===== config.mk =====
export PLATFORM = sky130hd
export DESIGN_NAME = audio_sd_dac
export DESIGN_NICKNAME = d
export VERILOG_FILES = /design/src/rtl/audio_sd_dac.sv
export SDC_FILE = /design/constraint.sdc
export NUM_CORES = 1
export LEC_CHECK = 0
export ABC_AREA = 1
export ABC_CLOCK_PERIOD_IN_PS = 6300
export BUFFER_PORTS_ARGS = -buffer_cell sky130_fd_sc_hd__buf_2
export CORE_MARGIN = 3
export CORE_UTILIZATION = 40
export CTS_BUF_LIST = sky130_fd_sc_hd__clkbuf_8 sky130_fd_sc_hd__clkbuf_16
export CTS_CLUSTER_DIAMETER = 40
export DETAILED_ROUTE_END_ITERATION = 12
export HOLD_SLACK_MARGIN = 0.15
export PLACE_DENSITY = 0.63
export SLEW_MARGIN = 20
export SYNTH_ARGS = -nofsm -noshare
export SYNTH_HDL_FRONTEND = slang
export SYNTH_SLANG_ARGS = --single-unit
export TNS_END_PERCENT = 30

===== constraint.sdc =====
create_clock -name clk -period 6.3 [get_ports clk]
set_input_delay 0.63 -clock clk [delete_from_list [all_inputs] [get_ports clk]]
set_output_delay 0.63 -clock clk [all_outputs]
set_load 0.02 [all_outputs]

===== src/rtl/audio_sd_dac.sv =====
// Output stage for the mixed audio stream: a click-free gain ramp toward mute
// or full volume, a gain-scaled sample for the digital (HDMI/I2S) path, and a
// first-order sigma-delta bitstream for the single-pin analog DAC.
module audio_sd_dac #(
  parameter int RAMP_STEP = 1
) (
  input  logic        clk,
  input  logic        rst,
  input  logic        clk_3MHz_en,
  input  logic        clk_12KHz_en,
  input  logic        mute,
  input  logic [15:0] in,
  output logic [15:0] sample_out,
  output logic        dac_bit,
  output logic        muted
);

  typedef enum logic [1:0] {
    MUTED     = 2'd0,
    RAMP_UP   = 2'd1,
    PLAY      = 2'd2,
    RAMP_DOWN = 2'd3
  } state_t;

  localparam logic [9:0] STEP     = 10'(RAMP_STEP);
  localparam logic [8:0] GAIN_MAX = 9'd256;

  state_t      state_q, state_d;
  logic [8:0]  gain_q, gain_d;
  logic [15:0] sample_reg_q, sample_reg_d;
  logic [15:0] sample_out_q, sample_out_d;
  // Only the low 16 accumulator bits are kept here; the carry (acc[16]) is
  // exactly the registered dac_bit, so it lives in dac_bit_q.
  logic [15:0] acc_q;
  logic [16:0] acc_d;
  logic        dac_bit_q, dac_bit_d;
  logic        muted_q, muted_d;

  logic [9:0]  gain_up_sum;
  logic [8:0]  gain_up;
  logic [8:0]  gain_dn;

  logic signed [24:0] sample_ext;
  logic signed [24:0] gain_ext;
  logic signed [24:0] product;
  logic [15:0]        u;

  // Saturating candidate gains for one ramp tick in either direction; the
  // 10-bit sum keeps 256 + RAMP_STEP from wrapping before the clamp.
  always_comb begin
    gain_up_sum = {1'b0, gain_q} + STEP;
    gain_up     = (gain_up_sum > 10'(GAIN_MAX)) ? GAIN_MAX : gain_up_sum[8:0];
    gain_dn     = ({1'b0, gain_q} < STEP) ? 9'd0 : 9'(({1'b0, gain_q} - STEP));
  end

  // Ramp state machine and gain update; a tick always steps in the direction
  // of the current state, and a mute change only redirects from next cycle.
  always_comb begin
    state_d = state_q;
    gain_d  = gain_q;
    case (state_q)
      MUTED: begin
        gain_d = 9'd0;
        if (!mute) state_d = RAMP_UP;
      end
      RAMP_UP: begin
        if (clk_12KHz_en) gain_d = gain_up;
        if (mute) state_d = RAMP_DOWN;
        else if (clk_12KHz_en && (gain_up == GAIN_MAX)) state_d = PLAY;
      end
      PLAY: begin
        gain_d = GAIN_MAX;
        if (mute) state_d = RAMP_DOWN;
      end
      RAMP_DOWN: begin
        if (clk_12KHz_en) gain_d = gain_dn;
        if (!mute) state_d = RAMP_UP;
        else if (clk_12KHz_en && (gain_dn == 9'd0)) state_d = MUTED;
      end
      default: begin
        state_d = MUTED;
        gain_d  = 9'd0;
      end
    endcase
  end

  // Sample capture, gain scaling and the sigma-delta modulator datapath.
  always_comb begin
    sample_reg_d = clk_3MHz_en ? in : sample_reg_q;
    sample_ext   = 25'(signed'(sample_reg_q));
    gain_ext     = 25'({1'b0, gain_q});
    product      = sample_ext * gain_ext;
    sample_out_d = 16'(product >>> 8);
    u            = {~sample_out_q[15], sample_out_q[14:0]};
    acc_d        = {1'b0, acc_q} + {1'b0, u};
    dac_bit_d    = acc_d[16];
    muted_d      = (state_d == MUTED);
  end

  // All state registers; reset wins over every strobe.
  always_ff @(posedge clk) begin
    if (rst) begin
      state_q      <= MUTED;
      gain_q       <= 9'd0;
      sample_reg_q <= 16'd0;
      sample_out_q <= 16'd0;
      acc_q        <= 16'd0;
      dac_bit_q    <= 1'b0;
      muted_q      <= 1'b1;
    end else begin
      state_q      <= state_d;
      gain_q       <= gain_d;
      sample_reg_q <= sample_reg_d;
      sample_out_q <= sample_out_d;
      acc_q        <= acc_d[15:0];
      dac_bit_q    <= dac_bit_d;
      muted_q      <= muted_d;
    end
  end

  assign sample_out = sample_out_q;
  assign dac_bit    = dac_bit_q;
  assign muted      = muted_q;

endmodule


==> impl_results.html <==
<table>
<tr><th>Metric</th><th>Value</th></tr>
<tr><th colspan="2">Logic synthesis</th></tr>
<tr><td>Largest cells by area after synthesis</td><td>sky130_fd_sc_hd__fa_1, sky130_fd_sc_hd__dfxtp_1, sky130_fd_sc_hd__inv_1</td></tr>
<tr><td>Net count after synthesis</td><td>1378</td></tr>
<tr><td>Distinct cell type count after synthesis</td><td>39</td></tr>
<tr><td>Proportion of synthesized chip area in sequential cells</td><td>14.5%</td></tr>
<tr><td>Area fraction of the dominant cell type after synthesis</td><td>27.4%</td></tr>
<tr><td>Post-Synthesis Mean Instance Area</td><td>7.17 µm²</td></tr>
<tr><td>Most used DFF post-synth</td><td>sky130_fd_sc_hd__dfxtp_1</td></tr>
<tr><td>Synthesis Warnings</td><td>0</td></tr>
<tr><td>Async set or reset register ratio after synthesis</td><td>0%</td></tr>
<tr><td>Cell accounting for the most synthesized area</td><td>sky130_fd_sc_hd__fa_1</td></tr>
<tr><td>Synth Instances</td><td>1173</td></tr>
<tr><td>Syn Std Cell Area</td><td>0.00841 mm²</td></tr>
<tr><td>Yosys reg bits</td><td>61</td></tr>
<tr><td>Number of synthesized flops with an enable pin</td><td>0</td></tr>
<tr><th colspan="2">Critical path</th></tr>
<tr><td>First element of the critical path</td><td>gain_q[5]$_SDFFE_PP0P_</td></tr>
<tr><td>Critical path data arrival time</td><td>5.71 ns</td></tr>
<tr><td>Reg2reg start</td><td>gain_q[5]$_SDFFE_PP0P_</td></tr>
<tr><td>Largest driver fanout on the critical path</td><td>23</td></tr>
<tr><td>Reg2Reg Depth</td><td>19</td></tr>
<tr><td>Register-to-Register Setup Slack</td><td>0.87 ns</td></tr>
<tr><td>Crit path kind</td><td>reg -&gt; reg</td></tr>
<tr><td>Terminus of the critical flop-to-flop path</td><td>sample_out[8]$_SDFF_PP0_</td></tr>
<tr><td>Required time reported for the critical path endpoint</td><td>6.58 ns</td></tr>
<tr><td>Kind of launch point of the worst setup path</td><td>flip-flop</td></tr>
<tr><td>Sort of element at the end of the critical path</td><td>flip-flop</td></tr>
<tr><th colspan="2">Clocking</th></tr>
<tr><td>Cell at the root of the clock tree</td><td>sky130_fd_sc_hd__clkbuf_16</td></tr>
<tr><td>Clk sinks</td><td>61</td></tr>
<tr><td>Number of buffers inserted during clock tree synthesis</td><td>9</td></tr>
<tr><td>Post-CTS clock slew at the launch and capture registers of the worst setup and hold paths</td><td>0.06 ns</td></tr>
<tr><td>Clock tree from TritonCTS</td><td>done</td></tr>
<tr><td>Clk_lat worst skew</td><td>0.34 ns</td></tr>
<tr><td>Number of buffers added for setup after CTS</td><td>0</td></tr>
<tr><td>Clock Path Buffers</td><td>2</td></tr>
<tr><td>CTS-repair resized insts</td><td>0</td></tr>
<tr><td>Hold_buf cts</td><td>0</td></tr>
<tr><td>H-Tree Level Count</td><td>3</td></tr>
<tr><th colspan="2">Cells and area</th></tr>
<tr><td>Total area of multi-input combinational cells</td><td>0.00594 mm²</td></tr>
<tr><td>Proportion of layout cells with a drive suffix above 1</td><td>7.23%</td></tr>
<tr><td>Most common cell after layout, fill and taps aside</td><td>sky130_fd_sc_hd__inv_1</td></tr>
<tr><td>Most frequent cells in the layout</td><td>sky130_fd_sc_hd__inv_1, sky130_fd_sc_hd__nand2_1, sky130_fd_sc_hd__fa_1</td></tr>
<tr><td>Total of fill cells in the finished design</td><td>2108</td></tr>
<tr><td>Register Area</td><td>0.00122 mm²</td></tr>
<tr><td>Area growth from synthesis to layout</td><td>8.47%</td></tr>
<tr><td># nets final</td><td>1390</td></tr>
<tr><td>Diode count</td><td>0</td></tr>
<tr><th colspan="2">Timing</th></tr>
<tr><td>Shortest period the worst path allows</td><td>5.43 ns</td></tr>
<tr><td>RSZ-0062 raised after global routing</td><td>false</td></tr>
<tr><td>Max-slew violation total from the final report</td><td>0</td></tr>
<tr><td>Tcrit/Tclk final</td><td>86.2%</td></tr>
<tr><td>Worst clock skew</td><td>0.0101 ns</td></tr>
<tr><td>Hold WS</td><td>0.509 ns</td></tr>
<tr><td>Achievable Freq</td><td>184 MHz</td></tr>
<tr><td>Actual transition at the worst max-transition pin</td><td>0.976 ns</td></tr>
<tr><td>Slew headroom</td><td>34.8%</td></tr>
<tr><td>Number of setup violations in the final report</td><td>0</td></tr>
<tr><td>Post-route setup TNS</td><td>0 ns</td></tr>
<tr><td>Count of final hold-check violations</td><td>0</td></tr>
<tr><th colspan="2">Global routing</th></tr>
<tr><td>Antenna violations before repair</td><td>0</td></tr>
<tr><td>Largest net degree at the start of global routing</td><td>48</td></tr>
<tr><td>Grt total ovfl</td><td>0</td></tr>
<tr><td>Total GRT Usage</td><td>19.2%</td></tr>
<tr><td>Number of global-route vias before repair</td><td>7301</td></tr>
<tr><td>Global-route wire length before repair</td><td>34.7 mm</td></tr>
<tr><th colspan="2">Pwr</th></tr>
<tr><td>Leakage</td><td>5.36 nW</td></tr>
<tr><td>Pwr Density</td><td>188 mW/mm²</td></tr>
<tr><td>Maximum VDD drop</td><td>126 µV</td></tr>
<tr><td>Power after layout</td><td>1.71 mW</td></tr>
<tr><th colspan="2">Floorplan</th></tr>
<tr><td>Die outline area</td><td>0.0228 mm²</td></tr>
<tr><td>Top-level I/O count</td><td>39</td></tr>
<tr><td>Initial standard-cell utilization of the core</td><td>41.2%</td></tr>
<tr><td>Total number of placement rows</td><td>52</td></tr>
<tr><td>Height of the die</td><td>151 µm</td></tr>
<tr><td>Core area</td><td>0.0204 mm²</td></tr>
<tr><td>Horizontal extent of the die</td><td>151 µm</td></tr>
<tr><th colspan="2">Route</th></tr>
<tr><td>DRC Markers</td><td>0</td></tr>
<tr><td>Final routed wire length divided by cell count</td><td>13.8 µm</td></tr>
<tr><td>Iteration-0 DRC Markers</td><td>397</td></tr>
<tr><td>Ratio of routed vias to standard cells</td><td>4.86</td></tr>
<tr><td>Pre-Repair DR Iteration Count</td><td>5</td></tr>
<tr><td>Routed Wire Length</td><td>20.2 mm</td></tr>
<tr><td>Detail Route Antenna Nets</td><td>0</td></tr>
<tr><td>Via count of the routed design</td><td>7093</td></tr>
<tr><th colspan="2">Worst hold path</th></tr>
<tr><td>Worst Hold Path EP</td><td>sample_reg_q[9]$_SDFFE_PP0P_</td></tr>
<tr><td>Worst min-delay path class</td><td>in -&gt; reg</td></tr>
<tr><td>Min-delay src</td><td>in[9]</td></tr>
<tr><td>Hold Path Depth</td><td>3</td></tr>
<tr><th colspan="2">Place</th></tr>
<tr><td>Port Buf Inserts</td><td>38</td></tr>
<tr><td>Final HPWL from detailed placement</td><td>16.0 mm</td></tr>
<tr><td>Weighted congestion reported at the end of routability-driven placement</td><td>0.893</td></tr>
<tr><th colspan="2">Status</th></tr>
<tr><td>Run status</td><td>complete, no violations</td></tr>
<tr><th colspan="2">Run</th></tr>
<tr><td>Max_cap viols</td><td>0</td></tr>
</table>
[flip-flops by register name, indices dropped and copies added (netlist names)]
signal        cells
gain_q            9
state_q           2
sample_out       16
sample_reg_q     16
dac_bit           1
acc_q            16
muted             1
[worst max path at each step]
stage	endpoint	slack, ns	depth (start not counted)
floorplan	sample_out[10]$_SDFF_PP0_	1.17	25
global placement	sample_out[12]$_SDFF_PP0_	1.0	21
detailed placement	sample_out[13]$_SDFF_PP0_	0.89	20
CTS	sample_out[13]$_SDFF_PP0_	0.87	20
global route	sample_out[12]$_SDFF_PP0_	0.51	21
finish	sample_out[8]$_SDFF_PP0_	0.87	19
[synthesized netlist by cell type, drive strengths merged, types with 5 or more instances]
cell type and number:
o21ai 53, nor2 99, a21oi 65, a21o 6, nor3 5, xnor2 6, ha 69, fa 115
o21a 8, buf 18, nand4 8, nand3 50, nand2 275, clkbuf 29, dfxtp 61, xor2 6
a31oi 9, inv 274
[critical path: stages, from the launching register on]
cell	delay (ns)
sky130_fd_sc_hd__dfxtp_1	0.97
sky130_fd_sc_hd__nand2_1	0.17
sky130_fd_sc_hd__fa_1	0.50
sky130_fd_sc_hd__fa_1	0.49
sky130_fd_sc_hd__inv_1	0.05
sky130_fd_sc_hd__fa_1	0.50
sky130_fd_sc_hd__fa_1	0.54
sky130_fd_sc_hd__inv_1	0.05
sky130_fd_sc_hd__fa_1	0.53
sky130_fd_sc_hd__inv_1	0.04
sky130_fd_sc_hd__ha_1	0.34
sky130_fd_sc_hd__a21oi_1	0.24
sky130_fd_sc_hd__nor2_1	0.07
sky130_fd_sc_hd__nor2_1	0.10
sky130_fd_sc_hd__o21ai_0	0.09
sky130_fd_sc_hd__a21oi_1	0.21
sky130_fd_sc_hd__nor2_1	0.10
sky130_fd_sc_hd__nor2_1	0.12
sky130_fd_sc_hd__o21ai_0	0.08
sky130_fd_sc_hd__a21oi_1	0.13
[area by class of cell]
cell class / count / share of cell area, %
Clock inverter: 6 / 0.947
Clock buffer: 10 / 2.62
Tap cell: 270 / 3.70
Sequential cell: 61 / 13.4
Timing Repair Buffer: 48 / 2.91
Inverter: 274 / 11.3
Multi-Input combinational cell: 791 / 65.2
[cell families (layout without fill, tap and decap cells)]
family | Yosys count | in the layout | synth area share (%)
AOI/OAI and AO/OA | 153 | 153 | 10.2
and+or+nand+nor | 442 | 442 | 21.6
buffers and inverters | 321 | 338 | 14.8
adders and majority gates | 184 | 184 | 37.6
xor gates and xnor gates | 12 | 12 | 1.25
DFF | 61 | 61 | 14.5
[metal layers]
metal	global-route usage [%]	wire, µm
met1	24.9	9060
met2	33.4	9850
met3	2.72	853
met4	5.21	406
met5	0	0
[through the flow]
stage,instance area (µm²),cells,utilization (%),setup WS [ns]
final,9120,1460,44.6,0.869
after global routing,9120,1460,44.6,0.507
after CTS,9120,1460,44.6,0.875
after detailed placement,8790,1444,43.0,0.887
after global placement,8790,1444,43.0,0.996
after floorplan,8410,1173,-,1.17
[power by group]
part / internal, mW / switching, mW / total, mW
clock: 0.356 / 0.192 / 0.548
sequential: 0.442 / 0.0737 / 0.515
combinational: 0.235 / 0.414 / 0.649
(Power assumes the default switching activity.)
